==> src/rtl/if_fetch.sv <==
`default_nettype none
// ============================================================================
// Module   : if_fetch
// Purpose  : Instruction fetch stage. Owns the PC, issues in-order word
//            requests to instruction memory, buffers responses in an
//            in-order queue and hands {inst, inst_addr} pairs to if_id.
//            Redirects from execute flush queued and in-flight fetches.
// Revision : 1.0 - initial release
// ----------------------------------------------------------------------------
// Parameters
//   RESET_PC     first fetch address after reset
//   DEPTH        queue entries + outstanding requests (power of two, >= 2)
// Ports
//   clk          clock, rising edge
//   rst_n        asynchronous active-low reset
//   jump_en_i    redirect request          jump_addr_i  redirect target
//   req_valid_o  fetch request valid       req_addr_o   fetch address
//   req_ready_i  memory accepts request
//   rsp_valid_i  memory response valid     rsp_data_i   instruction word
//   inst_valid_o pair valid to if_id       inst_o       instruction
//   inst_addr_o  PC of inst_o              inst_ready_i if_id accepts pair
// Configuration macro
//   FETCH_BYPASS_EN  when defined, a response arriving into an empty queue
//                    with if_id ready is forwarded combinationally.
// ============================================================================
module if_fetch #(
  parameter logic [31:0] RESET_PC = 32'h8000_0000,
  parameter int unsigned DEPTH    = 4
) (
  input  logic        clk,
  input  logic        rst_n,
  input  logic        jump_en_i,
  input  logic [31:0] jump_addr_i,
  output logic        req_valid_o,
  output logic [31:0] req_addr_o,
  input  logic        req_ready_i,
  input  logic        rsp_valid_i,
  input  logic [31:0] rsp_data_i,
  output logic        inst_valid_o,
  output logic [31:0] inst_o,
  output logic [31:0] inst_addr_o,
  input  logic        inst_ready_i
);

  localparam int unsigned c_aw = $clog2(DEPTH);
  localparam int unsigned c_cw = c_aw + 1;
  localparam logic [31:0] c_nop = 32'h0000_0013;
  localparam logic [c_cw:0] c_depth = (c_cw + 1)'(DEPTH);

  typedef enum logic [1:0] {
    ST_WAIT  = 2'd0,
    ST_RUN   = 2'd1,
    ST_FLUSH = 2'd2
  } state_t;

  // --------------------------------------------------------------------------
  // State
  // --------------------------------------------------------------------------
  state_t            state_q, state_d;
  logic [31:0]       pc_q, pc_d;
  // inflight counts every accepted request without a response yet, including
  // the stale ones that will be discarded after a redirect.
  logic [c_cw-1:0]   inflight_q, inflight_d;
  logic [c_cw-1:0]   discard_q, discard_d;
  logic [c_cw-1:0]   occ_q, occ_d;

  // Pending-address FIFO: holds addresses of live (non-stale) requests only.
  logic [31:0]       pend_mem_q [DEPTH];
  logic [c_aw-1:0]   pend_wr_q, pend_wr_d;
  logic [c_aw-1:0]   pend_rd_q, pend_rd_d;

  // Response queue of {addr, inst} pairs.
  logic [31:0]       q_addr_q [DEPTH];
  logic [31:0]       q_data_q [DEPTH];
  logic [c_aw-1:0]   q_wr_q, q_wr_d;
  logic [c_aw-1:0]   q_rd_q, q_rd_d;

  // --------------------------------------------------------------------------
  // Combinational control
  // --------------------------------------------------------------------------
  logic        w_credit;
  logic        w_req_fire;
  logic        w_rsp_fire;
  logic        w_rsp_live;
  logic        w_q_valid;
  logic        w_bypass;
  logic        w_push;
  logic        w_pop;
  logic [31:0] w_rsp_addr;
  logic        w_unused_jump_lsbs;

  // Credit uses registered counts only, so a pop this cycle frees a slot
  // next cycle and the request channel never depends on inst_ready_i.
  assign w_credit    = ({1'b0, inflight_q} + {1'b0, occ_q}) < c_depth;
  assign req_valid_o = (state_q != ST_WAIT) & ~jump_en_i & w_credit;
  assign req_addr_o  = pc_q;
  assign w_req_fire  = req_valid_o & req_ready_i;

  // A response with nothing outstanding is a protocol error and is ignored.
  assign w_rsp_fire  = rsp_valid_i & (inflight_q != '0);
  // A live response belongs to a request issued after the last redirect.
  // Responses landing in a redirect cycle are dropped as well.
  assign w_rsp_live  = w_rsp_fire & (discard_q == '0) & ~jump_en_i;
  assign w_rsp_addr  = pend_mem_q[pend_rd_q];

  assign w_q_valid   = (occ_q != '0);
  assign w_pop       = w_q_valid & inst_ready_i;
  assign w_push      = w_rsp_live & ~w_bypass;

  // Low address bits of the redirect target are forced to zero.
  assign w_unused_jump_lsbs = ^jump_addr_i[1:0];

  // --------------------------------------------------------------------------
  // Output path
  // --------------------------------------------------------------------------
`ifdef FETCH_BYPASS_EN
  // Forward a live response straight to if_id when nothing is queued ahead
  // of it and if_id takes it this cycle; the pair is never written.
  assign w_bypass     = w_rsp_live & ~w_q_valid & inst_ready_i;
  assign inst_valid_o = w_q_valid | w_bypass;
  assign inst_o       = w_q_valid ? q_data_q[q_rd_q] :
                        (w_bypass ? rsp_data_i : c_nop);
  assign inst_addr_o  = w_q_valid ? q_addr_q[q_rd_q] :
                        (w_bypass ? w_rsp_addr : 32'h0000_0000);
`else
  assign w_bypass     = 1'b0;
  assign inst_valid_o = w_q_valid;
  assign inst_o       = w_q_valid ? q_data_q[q_rd_q] : c_nop;
  assign inst_addr_o  = w_q_valid ? q_addr_q[q_rd_q] : 32'h0000_0000;
`endif

  // --------------------------------------------------------------------------
  // Next-state logic
  // --------------------------------------------------------------------------
  always_comb begin
    state_d    = state_q;
    pc_d       = pc_q;
    inflight_d = inflight_q;
    discard_d  = discard_q;
    occ_d      = occ_q;
    pend_wr_d  = pend_wr_q;
    pend_rd_d  = pend_rd_q;
    q_wr_d     = q_wr_q;
    q_rd_d     = q_rd_q;

    if (w_req_fire) begin
      pc_d       = pc_q + 32'd4;
      inflight_d = inflight_d + c_cw'(1);
      pend_wr_d  = pend_wr_q + c_aw'(1);
    end

    if (w_rsp_fire) begin
      inflight_d = inflight_d - c_cw'(1);
    end

    // Stale responses have no entry in the pending FIFO (it was cleared on
    // the redirect), so only live responses advance its read pointer.
    if (w_rsp_live) begin
      pend_rd_d = pend_rd_q + c_aw'(1);
    end

    if (w_rsp_fire && (discard_q != '0)) begin
      discard_d = discard_q - c_cw'(1);
    end

    if (w_push) begin
      q_wr_d = q_wr_q + c_aw'(1);
    end
    if (w_pop) begin
      q_rd_d = q_rd_q + c_aw'(1);
    end
    occ_d = occ_q + c_cw'(w_push) - c_cw'(w_pop);

    case (state_q)
      ST_WAIT:  state_d = ST_RUN;
      ST_FLUSH: if (discard_d == '0) state_d = ST_RUN;
      default:  state_d = state_q;
    endcase

    // Redirect overrides everything above. No request can be accepted in a
    // redirect cycle, so inflight_d here is inflight minus this response.
    if (jump_en_i) begin
      pc_d      = {jump_addr_i[31:2], 2'b00};
      discard_d = inflight_d;
      pend_wr_d = '0;
      pend_rd_d = '0;
      q_wr_d    = '0;
      q_rd_d    = '0;
      occ_d     = '0;
      state_d   = (inflight_d != '0) ? ST_FLUSH : ST_RUN;
    end
  end

  // --------------------------------------------------------------------------
  // Registers
  // --------------------------------------------------------------------------
  always_ff @(posedge clk or negedge rst_n) begin
    if (!rst_n) begin
      state_q    <= ST_WAIT;
      pc_q       <= RESET_PC;
      inflight_q <= '0;
      discard_q  <= '0;
      occ_q      <= '0;
      pend_wr_q  <= '0;
      pend_rd_q  <= '0;
      q_wr_q     <= '0;
      q_rd_q     <= '0;
    end else begin
      state_q    <= state_d;
      pc_q       <= pc_d;
      inflight_q <= inflight_d;
      discard_q  <= discard_d;
      occ_q      <= occ_d;
      pend_wr_q  <= pend_wr_d;
      pend_rd_q  <= pend_rd_d;
      q_wr_q     <= q_wr_d;
      q_rd_q     <= q_rd_d;
    end
  end

  // Storage arrays need no reset: validity is tracked by the pointers and
  // counters above.
  always_ff @(posedge clk) begin
    if (w_req_fire) begin
      pend_mem_q[pend_wr_q] <= req_addr_o;
    end
    if (w_push) begin
      q_addr_q[q_wr_q] <= w_rsp_addr;
      q_data_q[q_wr_q] <= rsp_data_i;
    end
  end

endmodule
`default_nettype wire

==> config.mk <==
export PLATFORM = sky130hd
export DESIGN_NAME = if_fetch
export DESIGN_NICKNAME = d
export VERILOG_FILES = /design/src/rtl/if_fetch.sv
export SDC_FILE = /design/constraint.sdc
export NUM_CORES = 1
export LEC_CHECK = 0
export ABC_CLOCK_PERIOD_IN_PS = 9200
export BUFFER_PORTS_ARGS = -buffer_cell sky130_fd_sc_hd__buf_2
export CORE_AREA = 5 5 181 183
export CTS_CLUSTER_SIZE = 12
export DETAILED_ROUTE_END_ITERATION = 16
export DIE_AREA = 0 0 186 188
export GPL_TIMING_DRIVEN = 0
export PLACE_DENSITY = 0.78
export SLEW_MARGIN = 10
export SYNTH_ARGS = -nofsm -noshare
export SYNTH_HDL_FRONTEND = slang
export SYNTH_SLANG_ARGS = --single-unit
==> constraint.sdc <==
create_clock -name clk -period 9.2 [get_ports clk]
set_clock_uncertainty 0.1 [all_clocks]
set_input_delay 0.92 -clock clk [delete_from_list [all_inputs] [get_ports clk]]
set_output_delay 0.92 -clock clk [all_outputs]
set_load 0.02 [all_outputs]
# Yosys cells after proc, flatten, opt, wreduce, memory -nomap -nowiden
# Memory sizes are Yosys's and may differ from the RTL's.
# Cells that the tools add are included.
op_classes:
  n_addsub: 11
  order_cmp: 1
  n_eq_ne: 2
  mux: 25
  bitwise_logic: 8
  reduce_logical: 14
ops:
  columns: ["operator", "count"]
  rows:
  - ["two-way mux 32 bit", 4]
  - ["adder 32 x 3 -> 32 bit, second input constant", 1]
  - ["two-way mux 2 bit", 11]
  - ["two-way mux 3 bit", 5]
  - ["nonzero test 3 bit", 5]
  - ["adder 2 x 1 -> 2 bit, second input constant", 4]
  - ["nonzero test 2 bit", 4]
  - ["bitwise AND 1 bit", 7]
  - ["logical NOT 3 bit", 2]
  - ["subtractor 3 x 1 -> 3 bit, second input constant", 2]
  - ["adder 3 x 3 -> 4 bit", 1]
  - ["less-than comparator 4 x 3 -> 1 bit, second input constant", 1]
  - ["two-way mux 1 bit", 4]
  - ["case mux 2 bit (2 select lines)", 1]
  - ["adder 3 x 1 -> 3 bit", 1]
  - ["adder 3 x 1 -> 3 bit, second input constant", 1]
  - ["inequality test 3 bit, second input constant", 1]
  - ["subtractor 3 x 1 -> 3 bit", 1]
  - ["equality test 2 bit, second input constant", 1]
  - ["logical NOT 2 bit", 1]
  - ["AND reduction 2 bit", 1]
  - ["logical AND 1 bit", 1]
  - ["inverter 1 bit", 1]
word_totals:
  regBits: 51
  ramBits: 384
  out_inout_bits: 98
  n_memories: 3
memory_table:
  columns: ["name", "words", "word_bits", "rd", "rd_clocked_by_memory_dff", "write_ports", "line", "text"]
  rows:
  - ["pend_mem_q", 4, 32, 1, 0, 1, "68", "logic [31:0] pend_mem_q [DEPTH];"]
  - ["q_addr_q", 4, 32, 1, 0, 1, "73", "logic [31:0] q_addr_q [DEPTH];"]
  - ["q_data_q", 4, 32, 1, 0, 1, "74", "logic [31:0] q_data_q [DEPTH];"]

# Logic depth before layout (Yosys ltp)
logic_depth:
  depth_word: 10
  ltp_mapped: 15
  depth_no_buf: 14

# Worst setup path after synthesis
# OpenSTA, ideal clock, no wires.
synth_timing:
  kind: "input-to-reg"
  start: "input port rsp_valid_i"
  end: "memory q_addr_q[0][10], enable pin"
  setup_ns: 0.427
  arrival_ns: 3.041
  required_ns: 8.673
  setup_slack_ns: 5.632
  stages: 5
  n_path_buf: 1
  path_cell_list: "and2_1 buf_2 nand2_1 nor2_1 and2_1"
synth_via:
  elab_chain_cells: 5
synth_rtl:
  columns: ["element", "line", "text"]
  rows:
  - ["from (decl)", "37", "input logic rsp_valid_i,"]
  - ["bitwise AND 1 bit", "100", "assign w_rsp_fire = rsp_valid_i & (inflight_q != '0);"]
  - ["bitwise AND 1 bit (2 in series)", "103", "assign w_rsp_live = w_rsp_fire & (discard_q == '0) & ~jump_en_i;"]
  - ["two-way mux 1 bit", "227", "if (w_push) begin"]
  - ["two-way mux 1 bit (not written as such)", "228", "q_addr_q[q_wr_q] <= w_rsp_addr;"]
  - ["to (decl)", "73", null]
# Every way passes these cells.

# Worst setup path in the final report
layout_timing:
  start: "register occ_q[1]"
  end: "output port inst_o[31]"
layout_via:
  elab_chain_cells: 2
layout_rtl:
  columns: ["element", "line", "text"]
  rows:
  - ["from (decl)", "65", "logic [c_cw-1:0] occ_q, occ_d;"]
  - ["from (signal assigned)", "203", "occ_q <= '0;"]
  - ["from (signal assigned)", "213", "occ_q <= occ_d;"]
  - ["nonzero test 3 bit", "106", "assign w_q_valid = (occ_q != '0);"]
  - ["two-way mux 32 bit", "128", "assign inst_o = w_q_valid ? q_data_q[q_rd_q] : c_nop;"]
  - ["to (decl)", "40", "output logic [31:0] inst_o,"]
# Every way passes these cells.

==> results.toml <==
[routing]
post_drt_wl_per_cell_um = 22.06
firstDrtPassIters = 5
drt_first_iter_violations = 734
finalWirelength_mm = 33.79
dr_total_vias = 8937
drc = 0
viasPerCell = 5.834
antenna_left = 0

[placed_design]
place_congestion = 0.8770
hpwl_mm = 21.87
dp_cells = 1460
place_ws_ns = 5.687
io_buffer_count = 161

[logic_synthesis]
synth_top_cell_area_share_pct = 66.00
synth_warnings = 0
ys_ff_latch = 417
ys.flop_type = "edfxtp_1"
synth_cell_type_count = 57
async_flop_share_pct = 11.75
synthesis.area_mm2 = 0.01674
synth_area_leaders = "edfxtp_1 66%, mux4_2 12%, dfrtp_1 7.2%"
synth_cells = 888
netlist_top_cells_count = "368 x edfxtp_1, 92 x mux4_2, 72 x and2_1"
yosysMostFrequentCell = "edfxtp_1"
synth_edf_count = 368
ys_seq_area_share_pct = 73.33
yosys.area.top_type = "edfxtp_1"
syn_avg_cell_area_um2 = 18.86

[clocking]
path_clk_slew_ns = 0.06
cts_hold_buf = 0
tritoncts = "built"
clkLatencyLatePin_ns = 0.52
postCtsSetupRepairBufs = 0
cts_max_level = 2
cts_buffers = 43
post_cts_resized = 0
cts_num_sinks = 417
root_buffer = "clkbuf_16"
clockBufferDepth = 3

[critical_path]
reg2reg_from = "occ_q[1]$_DFF_PN0_"
crit_family = "simple AND/OR/NAND/NOR gates"
cp-end-kind = "primary output"
worst_setup_path_start_kind = "flop"
crit_path_top_delay_cell = "nor3_1"
reg2reg_depth = 10
worst-path-buf-inv = 3
cp_num_cells = 5
arrival_ns = 2.85
reg2reg_to = "occ_q[2]$_DFF_PN0_"
rrSetupSlack_ns = 5.86
crit_start = "occ_q[1]$_DFF_PN0_"
critical_path.cell_chain = "nor3_1 > inv_1 > clkbuf_1 > and2_1 > buf_2"
max_stage_delay_ns = 0.71
required_ns = 8.18
crit_path_max_fanout = 10
setup.worst_path.class = "reg2out"
cp-endpoint = "inst_o[31]"

[power_and_ir_drop]
p_clk_share_pct = 28.6
power_frac_seq_pct = 44.6
combPwrFrac_pct = 26.8
power.leakage_nw = 6.785
ir_worst_vdd_mv = 0.1231
switchingPower_w = 0.001599
switching_share_pct = 30.10
p_int_w = 0.003713
p_per_area_mw_per_mm2 = 273.5

[cells_and_area]
drive_above_1_share_pct = 31.53
syn_to_final_growth_pct = 16.01
final_cell_count_no_fill = 1532
post-route-util_pct = 62.53
fin_nets = 1192

[die]
start_util_pct = 53.89
ios = 168
row_count = 65
die_height_um = 188
dieArea_mm2 = 0.03497
core_area_mm2 = 0.03107
die_x_um = 186

[timing]
period_share_pct = 42.01
maxSlewViolCount = 0
setup_ws_ns = 5.335
rsz0062_at_grt = "false"
hold_viol = 0
max_freq_ghz = 0.2587
period_needed_ns = 3.865
tightest_slew_ns = 0.8291
setup_viol = 0
setup_tns_ns = 0
slew_headroom_pct = 44.30

[run]
cap_violations = 0

[min_path]
hold_path_class = "in2async"

[global_route]
antenna_found_initial = 2
track_usage_pct = 19.39
overflow = 0
grt_pass1_wl_mm = 52.34
grt_max_degree = 50
grt_pass1_vias = 9228

[run_status]
status = "finished, final reports clean"
worst register-to-register path: stages, from the launching register on:
cell	delay, ns
dfrtp_1	0.45
nor3_1	0.71
inv_1	0.43
and2_1	0.35
ha_1	0.31
inv_1	0.07
ha_1	0.14
inv_1	0.05
fa_1	0.37
xnor2_1	0.17
nor2_1	0.05
state kept, by name (all words and copies together) (netlist names):
| name | count |
|---|---|
| req_addr_o | 30 |
| discard_q | 3 |
| q_rd_q | 2 |
| pend_wr_q | 2 |
| state_q | 2 |
| q_addr_q | 120 |
| pend_rd_q | 2 |
| q_data_q | 128 |
| q_wr_q | 2 |
| occ_q | 3 |
| inflight_q | 3 |
| pend_mem_q | 120 |
stage by stage:
step	power [W]	hold WS, ns	area, µm²
global placement	0.003807	0.4416	18060
global route	0.005581	0.3814	19420
detailed placement	0.003849	0.4440	18210
finish	0.005312	0.3400	19420
floorplan	0.003368	0.4150	16750
CTS	0.005373	0.4527	19420
cells in the final DEF, fill, tap and decap left out, types with 18 or more instances in the layout:
cell type / netlist / final
o21ai_0: 25 / 25
nand2_1: 49 / 49
dfrtp_1: 48 / 48
inv_1: 19 / 19
clkbuf_1: 23 / 40
nor2_1: 22 / 22
mux4_2: 92 / 92
clkbuf_16: 0 / 43
ha_1: 18 / 18
edfxtp_1: 368 / 368
buf_2: 15 / 175
and2_1: 72 / 64
per-layer routing:
layer | up-vias | wire, µm | GRT usage, %
met5 | - | 27 | 0
met4 | 4 | 702 | 5.045
li1 | 3952 | - | -
met2 | 353 | 16620 | 31.17
met1 | 4568 | 14050 | 27.76
met3 | 60 | 2391 | 3.725
how the worst min path moves through the flow:
stage | from | end | slack, ns | depth (start not counted)
after floorplan | pend_wr_q[0]$_DFFE_PN0N_ | pend_wr_q[0]$_DFFE_PN0N_ | 0.41 | 1
after global placement | req_addr_o[31]$_DFFE_PN1N_ | req_addr_o[31]$_DFFE_PN1N_ | 0.44 | 2
after detailed placement | req_addr_o[31]$_DFFE_PN1N_ | req_addr_o[31]$_DFFE_PN1N_ | 0.44 | 2
after CTS | req_addr_o[31]$_DFFE_PN1N_ | req_addr_o[31]$_DFFE_PN1N_ | 0.45 | 2
after global routing | rst_n | inflight_q[0]$_DFF_PN0_ | 0.38 | 1
final | rst_n | req_addr_o[15]$_DFFE_PN0N_ | 0.34 | 1
cell type report:
class / instances / area (µm²)
antenna: 1 / 2.502
buffer: 46 / 217.7
clock buffer: 61 / 1154
clock inverter: 10 / 52.55
fill: 2205 / 11640
inverter: 20 / 75.07
multi-input combinational: 408 / 4199
sequential: 417 / 12280
tap: 402 / 503.0
timing repair buffer: 167 / 943.4
cells by family (layout without fill, tap and decap cells):
kind of cell | count (synthesis) | in the layout | synth area share [%]
muxes | 102 | 102 | 13.18
and+or+nand+nor | 196 | 196 | 6.531
adders and majority gates | 19 | 19 | 1.465
xor gates and xnor gates | 14 | 14 | 0.7323
AOI/OAI and AO/OA | 73 | 73 | 2.989
DFF | 417 | 417 | 73.33
other | 1 | 5 | 0.02240
buffers and inverters | 66 | 304 | 1.749
power groups by stage:
stage | clock (W) | sequential, W | combinational (W)
3_5_place_dp | 0 | 0.00241 | 0.00144
5_1_grt | 0.00164 | 0.00238 | 0.00156
2_1_floorplan | 0 | 0.00239 | 0.000974
3_3_place_gp | 0 | 0.00240 | 0.00141
6_report | 0.00152 | 0.00237 | 0.00142
4_1_cts | 0.00155 | 0.00237 | 0.00145
No activity file was read; power rests on OpenSTA's default activity.
